**src/rtl/ultrasonic_ranger_mc.sv**
```systemverilog
// ultrasonic_ranger_mc: round-robin multi-channel HC-SR04 ranger.
// One trigger per slot; echo width converted to cm on the fly.
module ultrasonic_ranger_mc #(
  parameter int NUM_CH     = 4,
  parameter int CLK_DIV    = 100,
  parameter int TRIG_US    = 10,
  parameter int US_PER_CM  = 58,
  parameter int TIMEOUT_US = 30000,
  parameter int PERIOD_US  = 60000,
  parameter int DIST_W     = 16,
  localparam int CH_W = (NUM_CH > 1) ? $clog2(NUM_CH) : 1
) (
  input  logic                     clk_100m,
  input  logic                     rst,
  input  logic                     enable,
  input  logic [NUM_CH-1:0]        echo,
  output logic [NUM_CH-1:0]        trig,
  output logic [NUM_CH*DIST_W-1:0] dist_cm,
  output logic [NUM_CH-1:0]        timeout,
  output logic                     res_valid,
  output logic [CH_W-1:0]          res_ch,
  output logic [DIST_W-1:0]        res_cm,
  output logic                     res_to,
  output logic                     busy
);

  localparam int PRE_W  = (CLK_DIV > 1) ? $clog2(CLK_DIV) : 1;
  localparam int TRG_W  = $clog2(TRIG_US + 1);
  localparam int SLOT_W = $clog2(PERIOD_US + 1);
  localparam int TO_W   = $clog2(TIMEOUT_US + 1);
  localparam int SUB_W  = $clog2(US_PER_CM + 1);

  typedef enum logic [2:0] {
    IDLE,
    TRIG,
    WAIT_RISE,
    MEASURE,
    HOLDOFF
  } state_t;

  state_t state, state_n;

  logic [PRE_W-1:0]  pre;
  logic              tick;
  logic [TRG_W-1:0]  trig_cnt;
  logic [SLOT_W-1:0] slot_cnt;
  logic [TO_W-1:0]   to_cnt;
  logic [SUB_W-1:0]  sub_cnt;
  logic [DIST_W-1:0] cm;
  logic [CH_W-1:0]   ch, ch_nx, ch_n;

  logic [NUM_CH-1:0] s1, s2, hist;
  logic              rise, fall;

  logic emit, emit_to;
  logic clr_slot, clr_to, clr_meas, adv;
  logic trig_done, slot_done, to_hit;
  logic [DIST_W-1:0] res_val;

  assign tick = (pre == PRE_W'(CLK_DIV - 1));

  always_ff @(posedge clk_100m) begin
    if (rst) pre <= '0;
    else     pre <= tick ? '0 : pre + 1'b1;
  end

  always_ff @(posedge clk_100m) begin
    if (rst) begin
      s1   <= '0;
      s2   <= '0;
      hist <= '0;
    end else begin
      s1   <= echo;
      s2   <= s1;
      hist <= s2;
    end
  end

  assign rise = s2[ch] & ~hist[ch];
  assign fall = ~s2[ch] & hist[ch];

  assign trig_done = tick && (trig_cnt == TRG_W'(TRIG_US - 1));
  assign slot_done = tick && (slot_cnt >= SLOT_W'(PERIOD_US - 1));
  assign to_hit    = tick && (to_cnt >= TO_W'(TIMEOUT_US - 1));

  assign ch_nx   = (ch == CH_W'(NUM_CH - 1)) ? '0 : ch + 1'b1;
  assign ch_n    = adv ? ch_nx : ch;
  assign res_val = emit_to ? {DIST_W{1'b1}} : cm;
  assign busy    = (state != IDLE);

  always_ff @(posedge clk_100m) begin
    if (rst) state <= IDLE;
    else     state <= state_n;
  end

  always_comb begin
    state_n  = state;
    emit     = 1'b0;
    emit_to  = 1'b0;
    clr_slot = 1'b0;
    clr_to   = 1'b0;
    clr_meas = 1'b0;
    adv      = 1'b0;
    unique case (state)
      IDLE: begin
        if (enable && tick) begin
          state_n  = TRIG;
          clr_slot = 1'b1;
        end
      end
      TRIG: begin
        if (trig_done) begin
          state_n = WAIT_RISE;
          clr_to  = 1'b1;
        end
      end
      WAIT_RISE: begin
        if (rise) begin
          state_n  = MEASURE;
          clr_meas = 1'b1;
        end else if (to_hit) begin
          state_n = HOLDOFF;
          emit    = 1'b1;
          emit_to = 1'b1;
        end
      end
      MEASURE: begin
        // fall takes priority over a coincident timeout
        if (fall) begin
          state_n = HOLDOFF;
          emit    = 1'b1;
        end else if (to_hit) begin
          state_n = HOLDOFF;
          emit    = 1'b1;
          emit_to = 1'b1;
        end
      end
      HOLDOFF: begin
        if (slot_done) begin
          adv      = 1'b1;
          state_n  = enable ? TRIG : IDLE;
          clr_slot = enable;
        end
      end
      default: state_n = IDLE;
    endcase
  end

  always_ff @(posedge clk_100m) begin
    if (rst) begin
      ch       <= '0;
      trig_cnt <= '0;
      slot_cnt <= '0;
      to_cnt   <= '0;
      sub_cnt  <= '0;
      cm       <= '0;
      trig     <= '0;
    end else begin
      ch   <= ch_n;
      trig <= (state_n == TRIG) ? (NUM_CH'(1) << ch_n) : '0;

      if (state != TRIG) trig_cnt <= '0;
      else if (tick)     trig_cnt <= trig_cnt + 1'b1;

      if (clr_slot)
        slot_cnt <= '0;
      else if (state != IDLE && tick && slot_cnt != '1)
        slot_cnt <= slot_cnt + 1'b1;

      if (clr_to)
        to_cnt <= '0;
      else if ((state == WAIT_RISE || state == MEASURE) && tick)
        to_cnt <= to_cnt + 1'b1;

      if (clr_meas) begin
        sub_cnt <= '0;
        cm      <= '0;
      end else if (state == MEASURE && tick) begin
        if (sub_cnt == SUB_W'(US_PER_CM - 1)) begin
          sub_cnt <= '0;
          if (cm != '1) cm <= cm + 1'b1;
        end else begin
          sub_cnt <= sub_cnt + 1'b1;
        end
      end
    end
  end

  always_ff @(posedge clk_100m) begin
    if (rst) begin
      res_valid <= 1'b0;
      res_ch    <= '0;
      res_cm    <= '0;
      res_to    <= 1'b0;
      dist_cm   <= '0;
      timeout   <= '0;
    end else begin
      res_valid <= emit;
      if (emit) begin
        res_ch  <= ch;
        res_cm  <= res_val;
        res_to  <= emit_to;
        dist_cm[int'(ch)*DIST_W +: DIST_W] <= res_val;
        timeout[ch] <= emit_to;
      end
    end
  end

endmodule

```
**config.mk**
```make
export PLATFORM = sky130hd
export DESIGN_NAME = ultrasonic_ranger_mc
export DESIGN_NICKNAME = d
export VERILOG_FILES = /design/src/rtl/ultrasonic_ranger_mc.sv
export SDC_FILE = /design/constraint.sdc
export NUM_CORES = 1
export LEC_CHECK = 0
export CAP_MARGIN = 25
export CORE_UTILIZATION = 55
export CTS_BUF_LIST = sky130_fd_sc_hd__clkbuf_8
export DETAILED_ROUTE_END_ITERATION = 16
export PLACE_DENSITY = 0.86
export SLEW_MARGIN = 20
export SYNTH_ARGS = -nofsm -noshare
export SYNTH_HDL_FRONTEND = slang
export SYNTH_SLANG_ARGS = --single-unit
```
**constraint.sdc**
```tcl
create_clock -name clk_100m -period 2.5 [get_ports clk_100m]
set_input_delay 0.5 -clock clk_100m [delete_from_list [all_inputs] [get_ports clk_100m]]
set_output_delay 0.5 -clock clk_100m [all_outputs]
set_load 0.02 [all_outputs]
```
# Yosys cells after proc, flatten, opt, wreduce, memory -nomap -nowiden
# Index checks and enable logic that the tools add are counted.
[word_totals] register_bits=173 word_cells=104
[classes] addsub=8 magnitude_cmp=4 n_eq_ne=12 n_shift=3 muxes=35 bitwise=5 n_reduce_logical=19
[ops] cell="64-bit bitwise mux" count=1
[ops] cell="16-bit by 33-bit variable shift with 64-bit output (first input constant)" count=1
[ops] cell="16-bit by 33-bit indexed part select with 64-bit output" count=1
[ops] cell="6-bit negator with 33-bit output" count=1
[ops] cell="16-bit by 1-bit adder with 16-bit output (second input constant)" count=2
[ops] cell="16-bit inequality test (second input constant)" count=2
[ops] cell="3-bit 2-to-1 mux" count=6
[ops] cell="16-bit >= comparator (second input constant)" count=1
[ops] cell="1-bit 2-to-1 mux" count=16
[ops] cell="16-bit 2-to-1 mux" count=1
[ops] cell="15-bit by 1-bit adder with 15-bit output (second input constant)" count=1
[ops] cell="15-bit >= comparator (second input constant)" count=1
[ops] cell="3-bit case mux with 5 select lines" count=1
[ops] cell="2-bit OR reduction" count=6
[ops] cell="1-bit logical AND" count=9
[ops] cell="7-bit by 1-bit adder with 7-bit output (second input constant)" count=1
[ops] cell="7-bit == test (second input constant)" count=1
[ops] cell="6-bit by 1-bit adder with 6-bit output (second input constant)" count=1
[ops] cell="3-bit by 1-bit == test with 1-bit output (second input constant)" count=2
[ops] cell="3-bit by 2-bit == test with 1-bit output (second input constant)" count=2
[ops] cell="6-bit == test (second input constant)" count=1
[ops] cell="6-bit 2-to-1 mux" count=1
[ops] cell="1-bit case mux with 2 select lines" count=3
[ops] cell="4-bit by 1-bit adder with 4-bit output (second input constant)" count=1
[ops] cell="other kinds (18)" count=23

# Longest topological paths before layout
# Gate-level depths: netlist of run 1.
[depth] depth_word=9 ltp_mapped=11 ltp_nobuf=7

# Least setup slack after synthesis of run 1
# Ideal clock, no wire load.
[synth_timing] path_kind="register -> register" start="register pre[0]" end="register dist_cm[62]" arrival_ns=2.108 required_time_ns=2.375 path_slack_ns=0.267 path_stages_with_launch=12 path_buffers=4 path_cell_list="dfxtp_1 > ha_1 > and2_1 > clkbuf_1 > and2_1 > buf_4 > o211ai_4 > a211oi_2 > buf_6 > a21oi_2 > buf_2 > o2bb2ai_1"
[synth_between] elab_chain_len=8 elab_cells_between_ends=11
[synth_rtl] item="from (decl)" line_no="43" source="logic [PRE_W-1:0] pre;"
[synth_rtl] item="from (signal assigned)" line_no="64" source="else pre <= tick ? '0 : pre + 1'b1;"
[synth_rtl] item="7-bit == test (*)" line_no="60" source="assign tick = (pre == PRE_W'(CLK_DIV - 1));"
[synth_rtl] item="1-bit logical AND (*)" line_no="84" source="assign to_hit = tick && (to_cnt >= TO_W'(TIMEOUT_US - 1));"
[synth_rtl] item="1-bit 2-to-1 mux (*)" line_no="121, 132"
[synth_rtl] item="1-bit 2-to-1 mux, on equally long branches" line_no="129, 118"
[synth_rtl] item="1-bit case mux with 2 select lines" line_no="104" source="unique case (state)"
[synth_rtl] item="16-bit 2-to-1 mux" line_no="88" source="assign res_val = emit_to ? {DIST_W{1'b1}} : cm;"
[synth_rtl] item="16-bit by 33-bit indexed part select with 64-bit output" line_no="203" source="dist_cm[int'(ch)*DIST_W +: DIST_W] <= res_val;"
[synth_rtl] item="64-bit bitwise mux" line_no="203"
[synth_rtl] item="to (signal, indexed assignment)" line_no="203"
[synth_rtl] item="to (decl)" line_no="18" source="output logic [NUM_CH*DIST_W-1:0] dist_cm,"
# Mark *: on every way between the ends. The rest lies on a longest branch, timed or not.
# A chain may end at the register's enable or synchronous reset.

# Worst setup path after layout of run 1
[layout_timing] start="register ch[0]" end="register dist_cm[7]"
[layout_between] elab_chain_len=9 elab_cells_between_ends=18
[layout_rtl] item="from (decl)" line_no="50" source="logic [CH_W-1:0] ch, ch_nx, ch_n;"
[layout_rtl] item="from (signal assigned)" line_no="159" source="ch <= ch_n;"
[layout_rtl] item="1-bit binary-select mux with 2-bit select" line_no="79, 80"
[layout_rtl] item="1-bit 2-to-1 mux (not written as such)" line_no="79, 80"
[layout_rtl] item="1-bit inverter, on equally long branches" line_no="80, 79"
[layout_rtl] item="1-bit bitwise AND, on equally long branches" line_no="80, 79"
[layout_rtl] item="1-bit 2-to-1 mux, on equally long branches" line_no="129, 118"
[layout_rtl] item="1-bit case mux with 2 select lines" line_no="104"
[layout_rtl] item="16-bit 2-to-1 mux" line_no="88"
[layout_rtl] item="16-bit by 33-bit indexed part select with 64-bit output" line_no="203"
[layout_rtl] item="64-bit bitwise mux" line_no="203"
# Parallel ways exist; a longest one is shown, timed or not. The select of a mux whose other input is x is not followed.

==> summary.md, run 1 <==
| Metric | Value |
|---|---|
| Area contributors post-synth | sky130_fd_sc_hd__dfxtp_1 51%, sky130_fd_sc_hd__o2bb2ai_1 8.2%, sky130_fd_sc_hd__nor2_1 5.5% |
| Transition time at the pin with the least slew margin | approximately 0.50 ns |
| Buffer type at the clock tree root | sky130_fd_sc_hd__clkbuf_8 |
| H-tree levels | 4 |
| Gr usage total | 27.62% |
| Starting density of the core | 56.64% |
| Minimum setup slack in the final design | -0.009523 ns |
| Share of synthesized flip-flops with an asynchronous set or reset | 0% |
| Area inside the core boundary | 12010 sq um |
| Violated checks | setup timing |
| Result of the run | finished, violations left |
| Maximum buffer depth of the clock tree | 2 |
| Clock edge transition at the registers on the reported setup and hold paths | roughly 0.11 ns |
| Placed insts | 935 |
| Synthesis-to-layout area growth | 26.03% |
| # rows | 40 |
| Required @ worst endpoint | 2.90 ns |
| Final hold slack | ~0.45 ns |
| Sequential element share of the synthesized area | 50.91% |
| Routed wire length per instance | 18.36 um |
| Crit path arrival time | just under 3 ns |
| Number of pins exceeding their max-slew limit in the final report | 0 |
| Hold Violations, Final | 0 |
| Drt initial violations | ~510 |
| Gp weighted congestion | 0.8646 |
| Top cell type's share of synthesized area | between 50 and 60% |
| Count of boundary I/O pins | 100 |
| Number of DRC violations after detailed routing | 0 |
| Hold buffers post-CTS | 0 |
| Detailed-route wire length | 17850 um |
| Leakage power summed over all cells | 3.071 nW |
| Worst min-delay path class | reg2reg |
| Fraction of layout cells with a size suffix above 1 | 10.79% |
| Post-Route Setup TNS | -0.01119 ns |
| Post-detailed-route count of antenna-violating nets | 0 |
| Final Instance Count excl. Fillers | 972 |
| Total of max-cap violations | 0 |
| Yosys warns | 0 |
| Initial antenna violation count | 0 |
| Fraction of the cycle the final worst path needs | 100.4% |
| Post-detail-place hpwl | between 10000 and 15000 um |
| Fin area | 8573 sq um |
| # setup viols final | 2 |
| Buffers added on ports | 99 |
| Tmin final | 2.510 ns |
| Syn Inst Count | slightly below 700 |
| Number of distinct standard cells referenced by the synthesized netlist | 53 |
| Post-synth EDFFs | 0 |
| Summed instance area of the synthesized netlist | around 7000 sq um |
| Maximum number of pins on one net before global-route repair | 29 |
| Synth area leader | sky130_fd_sc_hd__dfxtp_1 |
| Number of nets at the end of the flow | about 830 |
| Routed vias | about 5.8k |
| Critical-path maximum fanout | 16 |
| Vias per std cell | 5.921 |
| Remaining Overflow, GRT | 0 |
| Horizontal extent of the die | 113.2 um |
| Vertical extent of the die | 113.2 um |
| Util after Layout | 71.38% |
| IR drop worst, VDD | 0.0004447 V |
| Cell area reported after detailed placement | 8021 sq um |
| F_max | about 400 MHz |
| Number of global-route vias before repair | around 5.6k |
| Wire length of the first global-routing pass | between 20000 and 30000 um |
| Mean post-synth cell area | 9.816 sq um |
| Post-synthesis register bit count | ~170 |
| N_diodes | 0 |
| Crit path capture type | flip-flop |
| TritonCTS buffer count | 17 |
| Clock latency reported for the late side of the worst-skew pair | 0.48 ns |
| Final setup skew | 0.01382 ns |
| TritonCTS clock tree | done |
| Power per Cell Area | 588.0 nW/um^2 |
| Most instantiated flip-flop cell in the synthesis netlist | sky130_fd_sc_hd__dfxtp_1 |
| First-pass DRT Iterations | 5 |
| Category of the most critical setup path | reg2reg |
| Nature of the critical path startpoint | flip-flop |
| Clock sink total | 173 |
| Max-slew headroom | roughly two thirds |
| Overall die area | 12820 sq um |
| Post-synthesis net count | roughly 700 |
==> kinds of logic (layout without fill, tap and decap cells) <==
kind of cell / count (synthesis) / after routing / synth area share, %
AND/OR/NAND/NOR: 261 / 263 / 19.83
XOR/XNOR: 51 / 51 / 6.566
multiplexers: 11 / 11 / 1.802
flip-flops: 173 / 173 / 50.91
buffers and inverters: 42 / 172 / 3.108
AO/OA/AOI/OAI: 142 / 142 / 15.39
adder cells (fa/ha/maj): 13 / 13 / 2.391
==> through the flow <==
step | total power (W) | worst slack [ns]
after floorplan | 0.002892 | 0.2674
after global placement | 0.002916 | 0.09806
after detailed placement | 0.002922 | -0.06809
after CTS | 0.005033 | 0.007879
after global routing | 0.005176 | -0.08603
final | 0.005041 | -0.009523
==> power breakdown <==
part / internal, W / total [W] / switching, W
clock: 0.000965 / 0.00217 / 0.00121
sequential: 0.00277 / 0.00277 / 0.00000862
combinational: 0.0000335 / 0.0000936 / 0.0000601
==> repair_timing <==
| action | in CTS | in global routing |
|---|---|---|
| hold endpoints to repair | 0 | 0 |
| gates resized for setup | 3 | 8 |
| setup endpoints to repair | 54 | 74 |
| setup buffers | 2 | 1 |
| pin swaps | 1 | 4 |
| gates cloned | 0 | 2 |
==> registers in the layout (all words and copies together) (netlist names), 2 cells and up <==
| name | cells |
|---|---|
| trig_cnt | 4 |
| cm | 16 |
| to_cnt | 15 |
| hist | 4 |
| res_cm | 16 |
| sub_cnt | 6 |
| state | 3 |
| ch | 2 |
| res_ch | 2 |
| dist_cm | 64 |
| pre | 7 |
| s1 | 4 |
| slot_cnt | 16 |
| s2 | 4 |
| trig | 4 |
| timeout | 4 |
==> cells in the mapped netlist, types with 10 or more instances <==
cell type,count
sky130_fd_sc_hd__nor2b_1,17
sky130_fd_sc_hd__ha_1,13
sky130_fd_sc_hd__o2bb2ai_1,64
sky130_fd_sc_hd__xnor2_1,12
sky130_fd_sc_hd__a21oi_1,32
sky130_fd_sc_hd__and3_1,11
sky130_fd_sc_hd__clkbuf_1,16
sky130_fd_sc_hd__nand3_1,22
sky130_fd_sc_hd__nor2_1,99
sky130_fd_sc_hd__nand2_1,47
sky130_fd_sc_hd__nand4_1,19
sky130_fd_sc_hd__xor2_1,39
sky130_fd_sc_hd__mux2i_1,10
sky130_fd_sc_hd__dfxtp_1,173
sky130_fd_sc_hd__o21ai_0,24
==> critical path, stage by stage (launching register included) <==
cell,delay [ns]
sky130_fd_sc_hd__dfxtp_2,0.39
sky130_fd_sc_hd__inv_1,0.17
sky130_fd_sc_hd__mux4_2,0.57
sky130_fd_sc_hd__nor2_1,0.33
sky130_fd_sc_hd__a211oi_4,0.08
sky130_fd_sc_hd__buf_4,0.19
sky130_fd_sc_hd__a21oi_1,0.26
sky130_fd_sc_hd__buf_4,0.28
sky130_fd_sc_hd__o2bb2ai_1,0.15
==> path summary, 6_finish.rpt <==
kind                end  cells after the start  startpoint  slack [ns]
max reg2reg  dist_cm[7]                      8       ch[0]       -0.01
min reg2reg       s2[1]                      1       s1[1]        0.45
min               s2[1]                      1       s1[1]        0.45
max          dist_cm[7]                      8       ch[0]       -0.01
==> cell usage in the layout (no fill, tap or decap), types with 4 or more instances in the layout <==
master	instances
sky130_fd_sc_hd__o2bb2ai_1	64
sky130_fd_sc_hd__inv_1	9
sky130_fd_sc_hd__nand3_1	22
sky130_fd_sc_hd__and3_1	11
sky130_fd_sc_hd__xnor2_1	12
sky130_fd_sc_hd__nand4_1	19
sky130_fd_sc_hd__nand2_1	47
sky130_fd_sc_hd__buf_4	30
sky130_fd_sc_hd__mux2i_1	9
sky130_fd_sc_hd__dfxtp_1	171
sky130_fd_sc_hd__xor2_1	39
sky130_fd_sc_hd__nor3_1	6
sky130_fd_sc_hd__clkinv_8	4
sky130_fd_sc_hd__o21ai_0	24
sky130_fd_sc_hd__or3_1	6
sky130_fd_sc_hd__and4_1	4
sky130_fd_sc_hd__nor2b_1	17
sky130_fd_sc_hd__inv_8	6
sky130_fd_sc_hd__and2_1	5
sky130_fd_sc_hd__ha_1	13
sky130_fd_sc_hd__nand4_4	4
sky130_fd_sc_hd__clkbuf_8	17
sky130_fd_sc_hd__nor2_1	96
sky130_fd_sc_hd__a21oi_1	32
sky130_fd_sc_hd__clkdlybuf4s50_1	99
sky130_fd_sc_hd__nand2b_1	7
==> per-layer routing <==
metal	routed length (um)	vias to the layer above	track usage, %
met4	456	0	10.53
met5	0	-	0
li1	-	2698	-
met1	7486	2780	34.19
met2	8631	231	45.56
met3	1273	46	8.034
==> layout make-up <==
cell class	instances	area [sq um]
Clock buffer	17	234.0
Timing Repair Buffer	130	1236
Tap cell	147	183.9
Clock inverter	15	217.7
Fill cell	804	3438
Multi-Input combinational cell	480	3198
Sequential cell	173	3466
Inverter	10	37.54
Note: power is estimated with default switching activity, not from simulation.
==> run 2, diff against run 1 <==
--- a/config.mk
+++ b/config.mk
@@ -10,6 +10,7 @@
 export CTS_BUF_LIST = sky130_fd_sc_hd__clkbuf_8
 export DETAILED_ROUTE_END_ITERATION = 16
 export PLACE_DENSITY = 0.86
+export SETUP_SLACK_MARGIN = 0.05
 export SLEW_MARGIN = 20
 export SYNTH_ARGS = -nofsm -noshare
 export SYNTH_HDL_FRONTEND = slang
==> run 2 against run 1 <==
  * The flow now finishes without violations
  * Worst hold slack worse by 0.0011 ns
  * Highest routed layer unchanged
  * Die area stayed put
  * Routed wire length is 2.1% higher
  * Critical path depth is 1 lower
  * Maximum frequency is 2.8% higher
  * Core utilization is 0.23 points higher
==> summary.md, run 2 (synthesis gave the netlist of run 1 again) <==
| Metric | Value |
|---|---|
| H-tree levels | 4 |
| Initial antenna violation count | 0 |
| Final hold slack | 0.4519 ns |
| Nature of the critical path startpoint | flip-flop |
| Number of DRC violations after detailed routing | 0 |
| Final setup skew | 0.01507 ns |
| Synthesis-to-layout area growth | 26.43% |
| Detailed-route wire length | roughly 18000 um |
| Cell occurring most often along the worst timing path | sky130_fd_sc_hd__nor2_1 |
| Crit path capture type | flip-flop |
| Starting density of the core | 56.64% |
| Tmin final | 2.440 ns |
| Clock edge transition at the registers on the reported setup and hold paths | 0.11 ns |
| Remaining Overflow, GRT | 0 |
| Final Instance Count excl. Fillers | just under 1k |
| Minimum setup slack in the final design | approximately 0.060 ns |
| Placed insts | 935 |
| Total buffers and inverters traversed by the critical path | 2 |
| Number of pins exceeding their max-slew limit in the final report | 0 |
| Drt initial violations | 486 |
| Util after Layout | 71.60% |
| N_diodes | 0 |
| Category of the most critical setup path | reg2reg |
| Vias per std cell | ~5.9 |
| Number of nets at the end of the flow | 832 |
| Buffers added on ports | 99 |
| Max-slew headroom | 65.61% |
| Area inside the core boundary | 12010 sq um |
| Clock sink total | 173 |
| Power per Cell Area | 585.3 nW/um^2 |
| Gp weighted congestion | 0.8646 |
| Post-detailed-route count of antenna-violating nets | 0 |
| Result of the run | completed |
| Routed vias | 5749 |
| Crit path arrival time | 2.79 ns |
| Post-detail-place hpwl | 11520 um |
| # setup viols final | 0 |
| F_max | 409.8 MHz |
| First-pass DRT Iterations | 6 |
| Pre-CTS setup slack | -0.06809 ns |
| Setup repair after global routing missed its margin | true |
| Overall die area | 12820 sq um |
| Gr usage total | 27.55% |
| Required @ worst endpoint | between 2 and 3 ns |
| Largest reg by FF count | dist_cm |
| Max reg flops | 64 |
| Transition time at the pin with the least slew margin | 0.5140 ns |
| Cell class contributing the biggest share of worst-path delay | simple AND/OR/NAND/NOR gates |
| Clock latency reported for the late side of the worst-skew pair | 0.48 ns |
| Fraction of the cycle the final worst path needs | a little over nine tenths |
| IR drop worst, VDD | 0.0004515 V |
| List of cells traversed by the critical path | inv_1 > mux4_2 > nor2_1 > nor4b_4 > buf_4 > nor2_1 > o2bb2ai_1 |
| Leakage power summed over all cells | 3.095 nW |
| Routed wire length per instance | around 19 um |
| Crit-path slowest cell | sky130_fd_sc_hd__mux4_2 |
| Total of max-cap violations | 0 |
| Fraction of layout cells with a size suffix above 1 | 11.15% |
| TritonCTS buffer count | 17 |
| Most common library cell in the layout ignoring fill and taps | sky130_fd_sc_hd__dfxtp_1 |
| Maximum number of pins on one net before global-route repair | 29 |
| # rows | 40 |
| Wire length of the first global-routing pass | between 20000 and 30000 um |
| Vertical extent of the die | 113.2 um |
| Critical-path maximum fanout | 18 |
| Hold Violations, Final | 0 |
| Maximum buffer depth of the clock tree | 2 |
| Number of global-route vias before repair | 5602 |
| Buffer type at the clock tree root | sky130_fd_sc_hd__clkbuf_8 |
| Count of boundary I/O pins | 100 |
| Hold buffers post-CTS | 0 |
| Leading cell types in the layout, fill and taps excluded | 171 x sky130_fd_sc_hd__dfxtp_1, 99 x sky130_fd_sc_hd__clkdlybuf4s50_1, 94 x sky130_fd_sc_hd__nor2_1 |
| TritonCTS clock tree | done |
| Worst min-delay path class | reg2reg |
| Delay contributed by the slowest stage of the critical path | 0.54 ns |
| Final total power | 0.005034 W |
| Horizontal extent of the die | 113.2 um |
==> run 2: cell types whose count changed in the layout (fill, tap and decap cells not counted), sizes merged <==
cell   delta
buf       -1
nand4     +1
==> run 2: per-layer routing <==
layer | part of all wire, % | GRT usage (%) | up-vias
li1 | - | - | 2700
met1 | 41 | 33.81 | 2776
met2 | 50 | 45.48 | 225
met3 | 6.6 | 8.034 | 48
met4 | 2.4 | 11.14 | 0
met5 | 0 | 0 | -
==> run 2: final cells by class <==
cell class / count / area [sq um]
fillers: 786 / 3411
well taps: 147 / 183.9
repair buffers: 129 / 1216
clock buffers: 17 / 234.0
flip-flops and latches: 173 / 3466
inverters: 10 / 37.54
clock inverters: 15 / 217.7
multi-input cells: 481 / 3246
==> run 2: final timing paths <==
| check | start | to | slack [ns] | cells after the start |
|---|---|---|---|---|
| worst max register to register | ch[0] | dist_cm[53] | 0.06 | 7 |
| worst min register to register | s1[0] | s2[0] | 0.45 | 1 |
| worst min-delay path | s1[0] | s2[0] | 0.45 | 1 |
| worst max-delay path | ch[0] | dist_cm[53] | 0.06 | 7 |
==> run 2: stage by stage <==
step	TNS [ns]	instance area, sq um
after floorplan	0	6803
after CTS	0	8507
after global routing	-0.01412	8601
after global placement	0	8021
final	0	8601
after detailed placement	-0.6682	8021
==> run 2: power breakdown <==
group	leakage, nW	internal, W	switching (W)	total [W]
Sequential	1.40	0.00277	0.00000841	0.00277
Combinational	1.48	0.0000304	0.0000578	0.0000882
Clock	0.224	0.000965	0.00121	0.00217
==> run 2: timing repair <==
item | CTS | global route
gates resized for setup | 4 | 13
setup endpoints to repair | 63 | 93
pin swaps | 1 | 3
cloned | 0 | 3
buffers inserted | 2 | 0
